**src/rtl/noc_pkg.sv**
```systemverilog
// Shared NoC router definitions: sizes, flit-type encodings, arbiter state.
package noc_pkg;

    localparam int NPORTS  = 5;
    localparam int FLIT_W  = 16;
    localparam int CREDITS = 5;

    // Flit type lives in the two MSBs of every flit.
    localparam logic [1:0] FLIT_BODY   = 2'b00;
    localparam logic [1:0] FLIT_HEAD   = 2'b01;
    localparam logic [1:0] FLIT_TAIL   = 2'b10;
    localparam logic [1:0] FLIT_SINGLE = 2'b11;

    typedef enum logic {
        IDLE = 1'b0,
        OWN  = 1'b1
    } arb_state_e;

    // Tail and single-flit packets share the type MSB, so one bit marks packet end.
    function automatic logic ends_packet(input logic [1:0] ftype);
        return ftype[1];
    endfunction

    // (p + k) mod NPORTS for the round-robin search and pointer advance.
    function automatic logic [2:0] port_add(input logic [2:0] p, input int k);
        return 3'((int'(p) + k) % NPORTS);
    endfunction

endpackage

```
**src/rtl/rr_arbiter5.sv**
```systemverilog
// Combinational round-robin pick among five requesters, starting at rr_ptr.
module rr_arbiter5
    import noc_pkg::*;
(
    input  logic [4:0] elig,
    input  logic [2:0] rr_ptr,
    output logic [4:0] onehot,
    output logic [2:0] index,
    output logic       any
);

    // Walk rr_ptr, rr_ptr+1, ... and keep the first eligible port.
    always_comb begin
        onehot = '0;
        index  = '0;
        any    = 1'b0;
        for (int k = 0; k < NPORTS; k++) begin
            if (!any && elig[port_add(rr_ptr, k)]) begin
                any                          = 1'b1;
                index                        = port_add(rr_ptr, k);
                onehot[port_add(rr_ptr, k)]  = 1'b1;
            end
        end
    end

endmodule

```
**src/rtl/noc_out_port_arbiter.sv**
```systemverilog
// Output-port switch arbiter: packet-locked round-robin over the input FIFOs,
// FIFO read strobes, registered output flit and downstream credit tracking.
module noc_out_port_arbiter #(
    parameter int NPORTS  = noc_pkg::NPORTS,
    parameter int FLIT_W  = noc_pkg::FLIT_W,
    parameter int CREDITS = noc_pkg::CREDITS
) (
    input  logic                     clk,
    input  logic                     rst,
    input  logic [NPORTS-1:0]        req,
    input  logic [NPORTS-1:0]        fifo_emp,
    input  logic [NPORTS*FLIT_W-1:0] fifo_out,
    output logic [NPORTS-1:0]        fifo_rd,
    output logic [NPORTS-1:0]        grant,
    output logic [FLIT_W-1:0]        out_flit,
    output logic                     out_valid,
    input  logic                     credit_in,
    output logic [2:0]               credits
);
    import noc_pkg::*;

    arb_state_e        state;
    logic [2:0]        rr_ptr;
    logic [2:0]        owner;
    logic              inflight;

    logic [NPORTS-1:0] elig;
    logic [NPORTS-1:0] win_oh;
    logic [2:0]        win_idx;
    logic              win_any;

    logic [FLIT_W-1:0] flit_a [NPORTS];
    logic [FLIT_W-1:0] own_flit;
    logic              stop;
    logic              rd_ok;
    logic              rd_any;

    for (genvar g = 0; g < NPORTS; g++) begin : g_slice
        assign flit_a[g] = fifo_out[g*FLIT_W +: FLIT_W];
    end

    assign elig = req & ~fifo_emp;

    rr_arbiter5 u_rr (
        .elig   (elig),
        .rr_ptr (rr_ptr),
        .onehot (win_oh),
        .index  (win_idx),
        .any    (win_any)
    );

    // The flit popped last cycle is on fifo_out now; if it closes the packet,
    // the tail is already out of the FIFO and nothing more may be read.
    assign own_flit = flit_a[owner];
    assign stop     = inflight & ends_packet(own_flit[FLIT_W-1 -: 2]);
    assign rd_ok    = (state == OWN) & ~fifo_emp[owner] & (credits != 3'd0) & ~stop;
    assign fifo_rd  = rd_ok ? grant : '0;
    assign rd_any   = |fifo_rd;

    // Arbitration / ownership FSM: grant held from head until the tail is seen.
    always_ff @(posedge clk) begin
        if (rst) begin
            state  <= IDLE;
            grant  <= '0;
            owner  <= '0;
            rr_ptr <= '0;
        end else begin
            case (state)
                IDLE: begin
                    if (win_any) begin
                        grant <= win_oh;
                        owner <= win_idx;
                        state <= OWN;
                    end
                end
                OWN: begin
                    if (stop) begin
                        grant  <= '0;
                        rr_ptr <= port_add(owner, 1);
                        state  <= IDLE;
                    end
                end
                default: state <= IDLE;
            endcase
        end
    end

    // Track the pop in flight and register the popped flit onto the link.
    always_ff @(posedge clk) begin
        if (rst) begin
            inflight  <= 1'b0;
            out_valid <= 1'b0;
            out_flit  <= '0;
        end else begin
            inflight  <= rd_any;
            out_valid <= inflight;
            if (inflight) out_flit <= own_flit;
        end
    end

    // Credit counter: a read spends one slot, credit_in returns one, saturating at CREDITS.
    always_ff @(posedge clk) begin
        if (rst) begin
            credits <= 3'(CREDITS);
        end else if (rd_any && !credit_in) begin
            credits <= credits - 3'd1;
        end else if (credit_in && !rd_any && credits != 3'(CREDITS)) begin
            credits <= credits + 3'd1;
        end
    end

endmodule

```
**config.mk**
```make
export PLATFORM = sky130hd
export DESIGN_NAME = noc_out_port_arbiter
export DESIGN_NICKNAME = d
export VERILOG_FILES = /design/src/rtl/noc_pkg.sv /design/src/rtl/rr_arbiter5.sv /design/src/rtl/noc_out_port_arbiter.sv
export SDC_FILE = /design/constraint.sdc
export NUM_CORES = 1
export LEC_CHECK = 0
export BUFFER_PORTS_ARGS = -buffer_cell sky130_fd_sc_hd__buf_2
export CORE_AREA = 5 5 93 95
export DETAILED_ROUTE_END_ITERATION = 8
export DIE_AREA = 0 0 98 100
export PLACE_DENSITY = 0.77
export SLEW_MARGIN = 20
export SYNTH_ARGS = -nofsm -noshare
export SYNTH_HDL_FRONTEND = slang
export SYNTH_SLANG_ARGS = --single-unit
export TNS_END_PERCENT = 10
```
**constraint.sdc**
```tcl
create_clock -name clk -period 5.9 [get_ports clk]
set_clock_uncertainty 0.1 [all_clocks]
set_input_delay 0 -clock clk [delete_from_list [all_inputs] [get_ports clk]]
set_output_delay 0 -clock clk [all_outputs]
set_load 0.03 [all_outputs]
```
==> qor_table.md, run 1 <==
| Step | Item | Value |
|:---|:---|:---|
| layout | Non-Filler Instances | 682 |
| logic synthesis | Async set-reset flop share out of synthesis | 0% |
| layout | Area occupied by registers | 661 µm² |
| setup path | First element of the critical path | rr_ptr[1] |
| setup path | Highest cell delay on the worst timing path | 0.58 ns |
| setup path | Critical path start-end classification | reg -> reg |
| sta | Number of endpoints with negative hold slack in the final report | 0 |
| setup path | R2r setup slk | 0.50 ns |
| logic synthesis | Total nets after synthesis | 576 |
| global route | Overall overflow remaining after global route | 0 |
| sta | Part of the cycle the worst path needs | 91.5% |
| sta | Shortest clock period the worst path allows after layout | 5.40 ns |
| clocking | Buffer type at the clock tree root | clkbuf_8 |
| logic synthesis | Mapped Avg Cell Area | 8.13 µm² |
| global route | Vias in the first global route | 3937 |
| power | Static power due to leakage | 1.98 nW |
| die | Die H | 100 µm |
| clocking | Total clock sinks | 33 |
| logic synthesis | Cell count after synthesis | 455 |
| global route | Maximum number of pins on one net before global-route repair | 36 |
| run status | Run status | completed |
| power | Worst vdd ir | 0.000115 V |
| placement | Area after DPL | 0.00436 mm² |
| clocking | Clock-pin slew reported for the worst setup and hold paths after clock tree synthesis | 0.08 ns |
| logic synthesis | Cell variety after synth | 70 |
| die | Die area | 0.00980 mm² |
| worst hold path | Startpoint of the worst hold path | fifo_out[79] |
| clocking | Clock tree from TritonCTS | built |
| logic synthesis | Portion of the post-synthesis area used by sequential elements | 17.9% |
| die | IO Pins | 123 |
| logic synthesis | Leading cell types by total area after synthesis | dfxtp_1 (18%), mux4_2 (10%), ha_1 (8.8%) |
| job | Number of maximum-capacitance violations | 0 |
| routing | Post-route DRC violation count | 0 |
| logic synthesis | Top_reg_cell synth | dfxtp_1 |
| routing | 1st-iter DRT viols | 245 |
| setup path | Kind of cell with the highest combined delay on the critical path | compound AO/OA/AOI/OAI gates |
| sta | Max-slew violations | 0 |
| routing | Count of vias placed by the detailed router | 4146 |
| layout | Core utilization of the finished layout | 60.3% |
| setup path | Nature of the critical path startpoint | flop |
| placement | Final GP Congestion | 0.951 |
| global route | Number of antenna violations at the first check in global routing | 0 |
| setup path | CP Capture Point | owner[0] |
| setup path | Reg-to-reg critical path startpoint | rr_ptr[1] |
| sta | Hold Slack | 0.0875 ns |
| sta | Worst relative slew slack | 30.3% |
| routing | Vias per cell | 6.08 |
| layout | Fillers | 691 |
| setup path | Worst endpoint data arrival time | 5.48 ns |
| layout | Total area of multi-input combinational cells | 0.00285 mm² |
| global route | Wire length of the first global-routing pass | 19600 µm |
| setup path | Endpoint type of the worst setup path | flop |
| sta | Setup violation total in the final timing report | 0 |
| setup path | CP max stage cell | dfxtp_1 |
| layout | Synthesis-to-finish area growth | 24.7% |
| routing | Drt pass-1 iters | 5 |
| clocking | Max Buffers Root-to-Sink | 2 |
| die | Initial Util | 48.4% |
| logic synthesis | Number of warnings printed during yosys synthesis | 0 |
| global route | Total global-route track usage | 23.9% |
| clocking | Post-CTS Setup Inserts | 0 |
| placement | Port bufs | 122 |
| placement | DP Cell Count | 658 |
| routing | Number of antenna-violating nets in the routed design | 0 |
| clocking | Clock latency reported for the late side of the worst-skew pair | 0.28 ns |
| setup path | Cell-by-cell listing of the critical path | inv_1, ha_1, xnor2_1, inv_1, ha_1, nor2_1, a21oi_1, xnor2_1, ha_1, nand2b_1, o211ai_1, o211ai_2, xnor2_2, mux2i_1, o221ai_1, o41a_1, or3_1, o311ai_1 |
| setup path | Endpoint required time on the critical path | 5.98 ns |
| layout | Number of nets in the layout | 699 |
| logic synthesis | Number of storage elements in the synthesis netlist | 33 |
| logic synthesis | Share of the synthesized area in the top cell type | 17.9% |
| die | Width of the die | 98 µm |
| setup path | FF-to-FF path depth | 18 |
| placement | Final HPWL DP | 9250 µm |
| power | Cell area power density | 185 mW/mm² |
| layout | Cell area after layout | 0.00461 mm² |
| clocking | Clock H-tree levels | 2 |
| setup path | Top cell by count, worst path | ha_1 |
| sta | RSZ-0062 raised after global routing | no |
| layout | Share of post-route cells with drive strength above 1 | 29.7% |
| setup path | Top fanout value on the critical path | 16 |
| worst hold path | Path class of the lowest-slack min-delay path | in -> reg |
| setup path | Worst reg2reg endpoint | owner[0] |
| sta | Fin Setup TNS | 0 ns |
| routing | Drt wl/cell | 17.9 µm |
| logic synthesis | Post-synthesis instance area | 0.00370 mm² |
| setup path | CP Buf/Inv Count | 2 |
| sta | Max Clock Freq | 0.185 GHz |
| routing | Detailed Route WL | 12200 µm |
| sta | Actual transition at the worst max-transition pin | 1.04 ns |
| logic synthesis | Post-synth EDFFs | 0 |
| die | Core ar. | 0.00765 mm² |
| clocking | CTS Buf Count | 5 |
| logic synthesis | Yosys top cell by area | dfxtp_1 |
| setup path | Cell count along the critical path | 18 |
| die | Cell Rows | 32 |
## synthesized netlist by cell type, drive strengths merged (7+ instances only)
| master | n |
|---|---|
| nor2 | 44 |
| a21oi | 36 |
| dfxtp | 33 |
| nor3 | 30 |
| ha | 26 |
| inv | 25 |
| nand2 | 21 |
| o21ai | 19 |
| a221oi | 18 |
| clkbuf | 17 |
| mux4 | 17 |
| nand2b | 16 |
| nand3 | 13 |
| mux2i | 10 |
| xnor2 | 10 |
| and2 | 7 |
| buf | 7 |
## registers in the layout (all words and copies together) (netlist names)
signal     cells
credits        3
grant          5
inflight       1
out_flit      16
out_valid      1
owner          3
rr_ptr         3
state          1
## what timing repair did
| item | CTS | global route |
|---|---|---|
| setup endpoints to repair | 0 | 9 |
| gates resized for setup | 0 | 1 |
| hold endpoints to repair | 15 | 0 |
| hold buffers | 15 | 0 |
## area by class of cell
type | count | share of cell area, %
Tap cell | 102 | 2.77
Inverter | 27 | 2.20
Antenna cell | 1 | 0.0543
Multi-Input combinational cell | 371 | 61.8
Clock inverter | 3 | 0.380
Clock buffer | 5 | 1.49
Timing Repair Buffer | 140 | 17.0
Sequential cell | 33 | 14.3
## metal layers
layer  global-route usage [%]  share of wire (%)  vias up
li1                         -                  -     1975
met1                     31.5                 43     1962
met2                     40.5                 48      181
met3                     4.10                7.0       28
met4                     6.60                1.9        0
met5                        0                  0        -
## worst min-delay path, cell delays in order
cell     delay, ns
buf_2         0.08
a22o_1        0.15
nand2_1       0.09
a21oi_1       0.12
## worst min-delay path by stage
stage	to	cells after the start
detailed placement	out_flit[10]	3
finish	out_flit[15]	4
floorplan	out_flit[0]	2
CTS	out_flit[15]	4
global placement	out_flit[5]	3
global route	out_flit[15]	4
## power breakdown
| part | switching [mW] | total (mW) | internal [mW] |
|---|---|---|---|
| clock network | 0.0844 | 0.166 | 0.0814 |
| registers | 0.0429 | 0.295 | 0.252 |
| logic | 0.225 | 0.393 | 0.168 |
## cell families (layout without fill, tap and decap cells)
kind of cell	count (synthesis)	count (layout)	share of synthesized area (%)
adder cells (fa/ha/maj)	28	28	9.88
AND/OR/NAND/NOR	172	172	24.8
XOR/XNOR	12	12	2.84
AO/OA/AOI/OAI	127	127	24.5
multiplexers	32	32	14.7
other	0	1	0
buffers and inverters	51	175	5.45
flip-flops	33	33	17.9
## metrics by stage
stage | power (mW) | setup WS (ns)
3_3_place_gp | 0.666 | 0.777
5_1_grt | 0.908 | 0.00923
6_report | 0.854 | 0.499
4_1_cts | 0.852 | 0.422
3_5_place_dp | 0.679 | 0.453
2_1_floorplan | 0.567 | 1.03
## cells in the final DEF, fill, tap and decap left out, types with 16 or more instances in the layout
cell type	Yosys	routed
a21oi_1	34	34
a221oi_1	18	18
buf_2	2	122
dfxtp_1	33	33
ha_1	26	26
inv_1	24	24
mux4_2	17	17
nand2_1	21	21
nand2b_1	16	16
nor2_1	44	44
nor3_1	30	30
Power figures use the tool's default switching activity.
==> inputs of run 2 (changes only) <==
--- a/config.mk
+++ b/config.mk
@@ -6,10 +6,9 @@
 export NUM_CORES = 1
 export LEC_CHECK = 0
 export BUFFER_PORTS_ARGS = -buffer_cell sky130_fd_sc_hd__buf_2
-export CORE_AREA = 5 5 93 95
+export CORE_AREA = 5 5 103 105
 export DETAILED_ROUTE_END_ITERATION = 8
-export DIE_AREA = 0 0 98 100
-export PLACE_DENSITY = 0.77
+export DIE_AREA = 0 0 108 110
 export SLEW_MARGIN = 20
 export SYNTH_ARGS = -nofsm -noshare
 export SYNTH_HDL_FRONTEND = slang
==> qor_table.md, run 2 (synthesized netlist as in run 1, its figures left out) <==
| Step | Item | Value | Change |
|:---|:---|:---|:---|
| run status | Run status | completed |  |
| clocking | Clock-pin slew reported for the worst setup and hold paths after clock tree synthesis | 0.07 ns | about the same |
| power | Worst vdd ir | 0.000114 V | -1.3% |
| layout | Area occupied by registers | 661 µm² | unchanged |
| setup path | R2r setup slk | 0.69 ns | +0.19 ns |
| setup path | Reg-to-reg critical path startpoint | rr_ptr[1] |  |
| setup path | Critical path start-end classification | reg -> reg |  |
| routing | Vias per cell | 5.64 | -7.2% |
| routing | Drt wl/cell | 16.6 µm | -7.0% |
| sta | Number of endpoints with negative hold slack in the final report | 0 | unchanged |
| die | IO Pins | 123 | unchanged |
| setup path | Cell count along the critical path | 18 | unchanged |
| routing | Count of vias placed by the detailed router | 4023 | -3.0% |
| clocking | Total clock sinks | 33 | unchanged |
| sta | RSZ-0062 raised after global routing | no |  |
| setup path | CP Capture Point | owner[0] |  |
| layout | Leading cell types in the layout, fill and taps excluded | buf_2 (122), nor2_1 (44), a21oi_1 (34) |  |
| setup path | FF-to-FF path depth | 18 | unchanged |
| job | Number of maximum-capacitance violations | 0 | unchanged |
| global route | Wire length of the first global-routing pass | 18300 µm | -6.9% |
| layout | Max reg flops | 16 | unchanged |
| placement | Port bufs | 122 | unchanged |
| setup path | Top fanout value on the critical path | 16 | unchanged |
| layout | Antenna diode count | 0 | -1 |
| layout | Number of nets in the layout | 700 | +0.14% |
| sta | Actual transition at the worst max-transition pin | 1.03 ns | -0.00984 ns |
| global route | Overall overflow remaining after global route | 0 | unchanged |
| layout | Core utilization of the finished layout | 49.0% | -11 points |
| routing | Number of antenna-violating nets in the routed design | 0 | unchanged |
| sta | Max Clock Freq | 0.192 GHz | +3.6% |
| sta | Max-slew violations | 0 | unchanged |
| die | Cell Rows | 36 | +13% |
| setup path | CP Buf/Inv Count | 2 | unchanged |
| layout | Total area of multi-input combinational cells | 0.00284 mm² | -0.26% |
| sta | Part of the cycle the worst path needs | 88.3% | -3.2 points |
| clocking | Clock tree from TritonCTS | built |  |
| setup path | First element of the critical path | rr_ptr[1] |  |
| routing | 1st-iter DRT viols | 204 | -17% |
| die | Width of the die | 108 µm | +10% |
| clocking | Post-CTS sizing | 0 | unchanged |
| power | Static power due to leakage | 2.00 nW | +1.0% |
| clocking | CTS Buf Count | 5 | unchanged |
| setup path | Endpoint type of the worst setup path | flop |  |
| layout | Leading cell type in the layout, fill and taps excluded | buf_2 |  |
| clocking | Clock H-tree levels | 2 | unchanged |
| die | Die H | 110 µm | +10% |
| global route | Maximum number of pins on one net before global-route repair | 36 | unchanged |
| setup path | Cell-by-cell listing of the critical path | inv_1, ha_1, xnor2_1, inv_1, ha_1, nor2_1, a21oi_1, xnor2_1, ha_1, nand2b_1, o211ai_1, o211ai_2, xnor2_1, mux2i_1, o221ai_1, o41a_1, or3_1, o311ai_1 |  |
| clocking | Buffer type at the clock tree root | clkbuf_8 |  |
| power | Cell area power density | 193 mW/mm² | +4.3% |
| global route | Total global-route track usage | 18.7% | -5.2 points |
| clocking | Max Buffers Root-to-Sink | 2 | unchanged |
| setup path | Worst endpoint data arrival time | 5.30 ns | -0.18 ns |
| sta | Fin Setup TNS | 0 ns | unchanged |
| setup path | Highest cell delay on the worst timing path | 0.57 ns | about the same |
| sta | Setup violation total in the final timing report | 0 | unchanged |
| routing | Post-route DRC violation count | 0 | unchanged |
| layout | Synthesis-to-finish area growth | 26.5% |  |
| layout | Fillers | 965 | +40% |
| die | Core ar. | 0.00955 mm² | +25% |
| setup path | Nature of the critical path startpoint | flop |  |
| setup path | CP max stage cell | o41a_1 |  |
| setup path | Kind of cell with the highest combined delay on the critical path | compound AO/OA/AOI/OAI gates |  |
| placement | Final HPWL DP | 9370 µm | +1.3% |
| die | Die area | 0.0119 mm² | +21% |
| layout | Largest registers | out_flit (16), grant (5) |  |
| layout | Share of post-route cells with drive strength above 1 | 29.5% | -0.22 points |
| sta | Worst relative slew slack | 31.0% | +0.66 points |
| setup path | Worst reg2reg endpoint | owner[0] |  |
| layout | Largest register by flop count | out_flit |  |
| setup path | Endpoint required time on the critical path | 5.99 ns | about the same |
| clocking | Clock latency reported for the late side of the worst-skew pair | 0.28 ns | about the same |
| global route | Vias in the first global route | 3729 | -5.3% |
| placement | Final GP Congestion | 0.916 | -3.6% |
| global route | Number of antenna violations at the first check in global routing | 0 | unchanged |
| die | Initial Util | 38.7% | -9.6 points |
| routing | Drt pass-1 iters | 5 | unchanged |
| worst hold path | Path class of the lowest-slack min-delay path | in -> reg |  |
| routing | Detailed Route WL | 11900 µm | -2.7% |
| sta | Shortest clock period the worst path allows after layout | 5.21 ns | -0.188 ns |
## run 2: cell count changes in the layout (fill, tap and decap cells not counted), sizes merged
cell      before  now
buf          125  126
clkinv         4    2
clkbuf         5    7
diode          1    0
bufinv         0    1
clkinvlp       1    0
## run 2: final cells by class
class,instances,area share [%]
inverters,27,2.17
repair buffers,141,16.9
flip-flops and latches,33,14.1
well taps,133,3.56
multi-input cells,371,60.8
clock buffers,7,1.85
clock inverters,1,0.642
## run 2: metal layers
metal / vias up / share of wire [%] / GRT usage (%)
met5: - / 0 / 0
met4: 0 / 1.6 / 4.87
met3: 14 / 5.7 / 2.39
met2: 123 / 48 / 31.8
met1: 1924 / 44 / 25.1
li1: 1962 / - / -
## run 2: what timing repair did
| item | CTS | global route |
|---|---|---|
| hold buffers | 15 | 0 |
| endpoints found under the hold margin | 15 | 0 |
| buffers inserted | 0 | 0 |
## run 2: report_power, final
part | internal, mW | switching, mW | leakage [nW]
Combinational | 0.167 | 0.226 | 1.67
Clock | 0.138 | 0.0837 | 0.0585
Sequential | 0.252 | 0.0365 | 0.269
Total | 0.557 | 0.346 | 2.00
## run 2: how the worst min path moves through the flow
stage	start	endpoint	slack, ns	depth (start not counted)
floorplan	fifo_out[64]	out_flit[0]	0.11	2
global placement	fifo_out[76]	out_flit[12]	0.20	3
detailed placement	fifo_out[71]	out_flit[7]	0.21	3
CTS	credit_in	credits[2]	0.09	5
global route	credit_in	credits[2]	0.13	5
finish	credit_in	credits[2]	0.1	5
## run 2: per-stage QoR
step	instance area (µm²)	power, mW	hold WS, ns	cells	setup WS, ns
final	4680	0.903	0.0990	713	0.687
after global routing	4680	0.965	0.130	713	0.292
after CTS	4680	0.911	0.0920	713	0.720
after detailed placement	4410	0.680	0.215	690	0.759
after global placement	4410	0.672	0.205	690	0.987
after floorplan	3700	0.567	0.106	455	1.03
## run 2: worst min-delay path, delay by kind of cell
| family | cells | cell delay, ns |
|---|---|---|
| AND/OR/NAND/NOR | 2 | 0.09 |
| buffers and inverters | 1 | 0.13 |
| AO/OA/AOI/OAI | 2 | 0.23 |
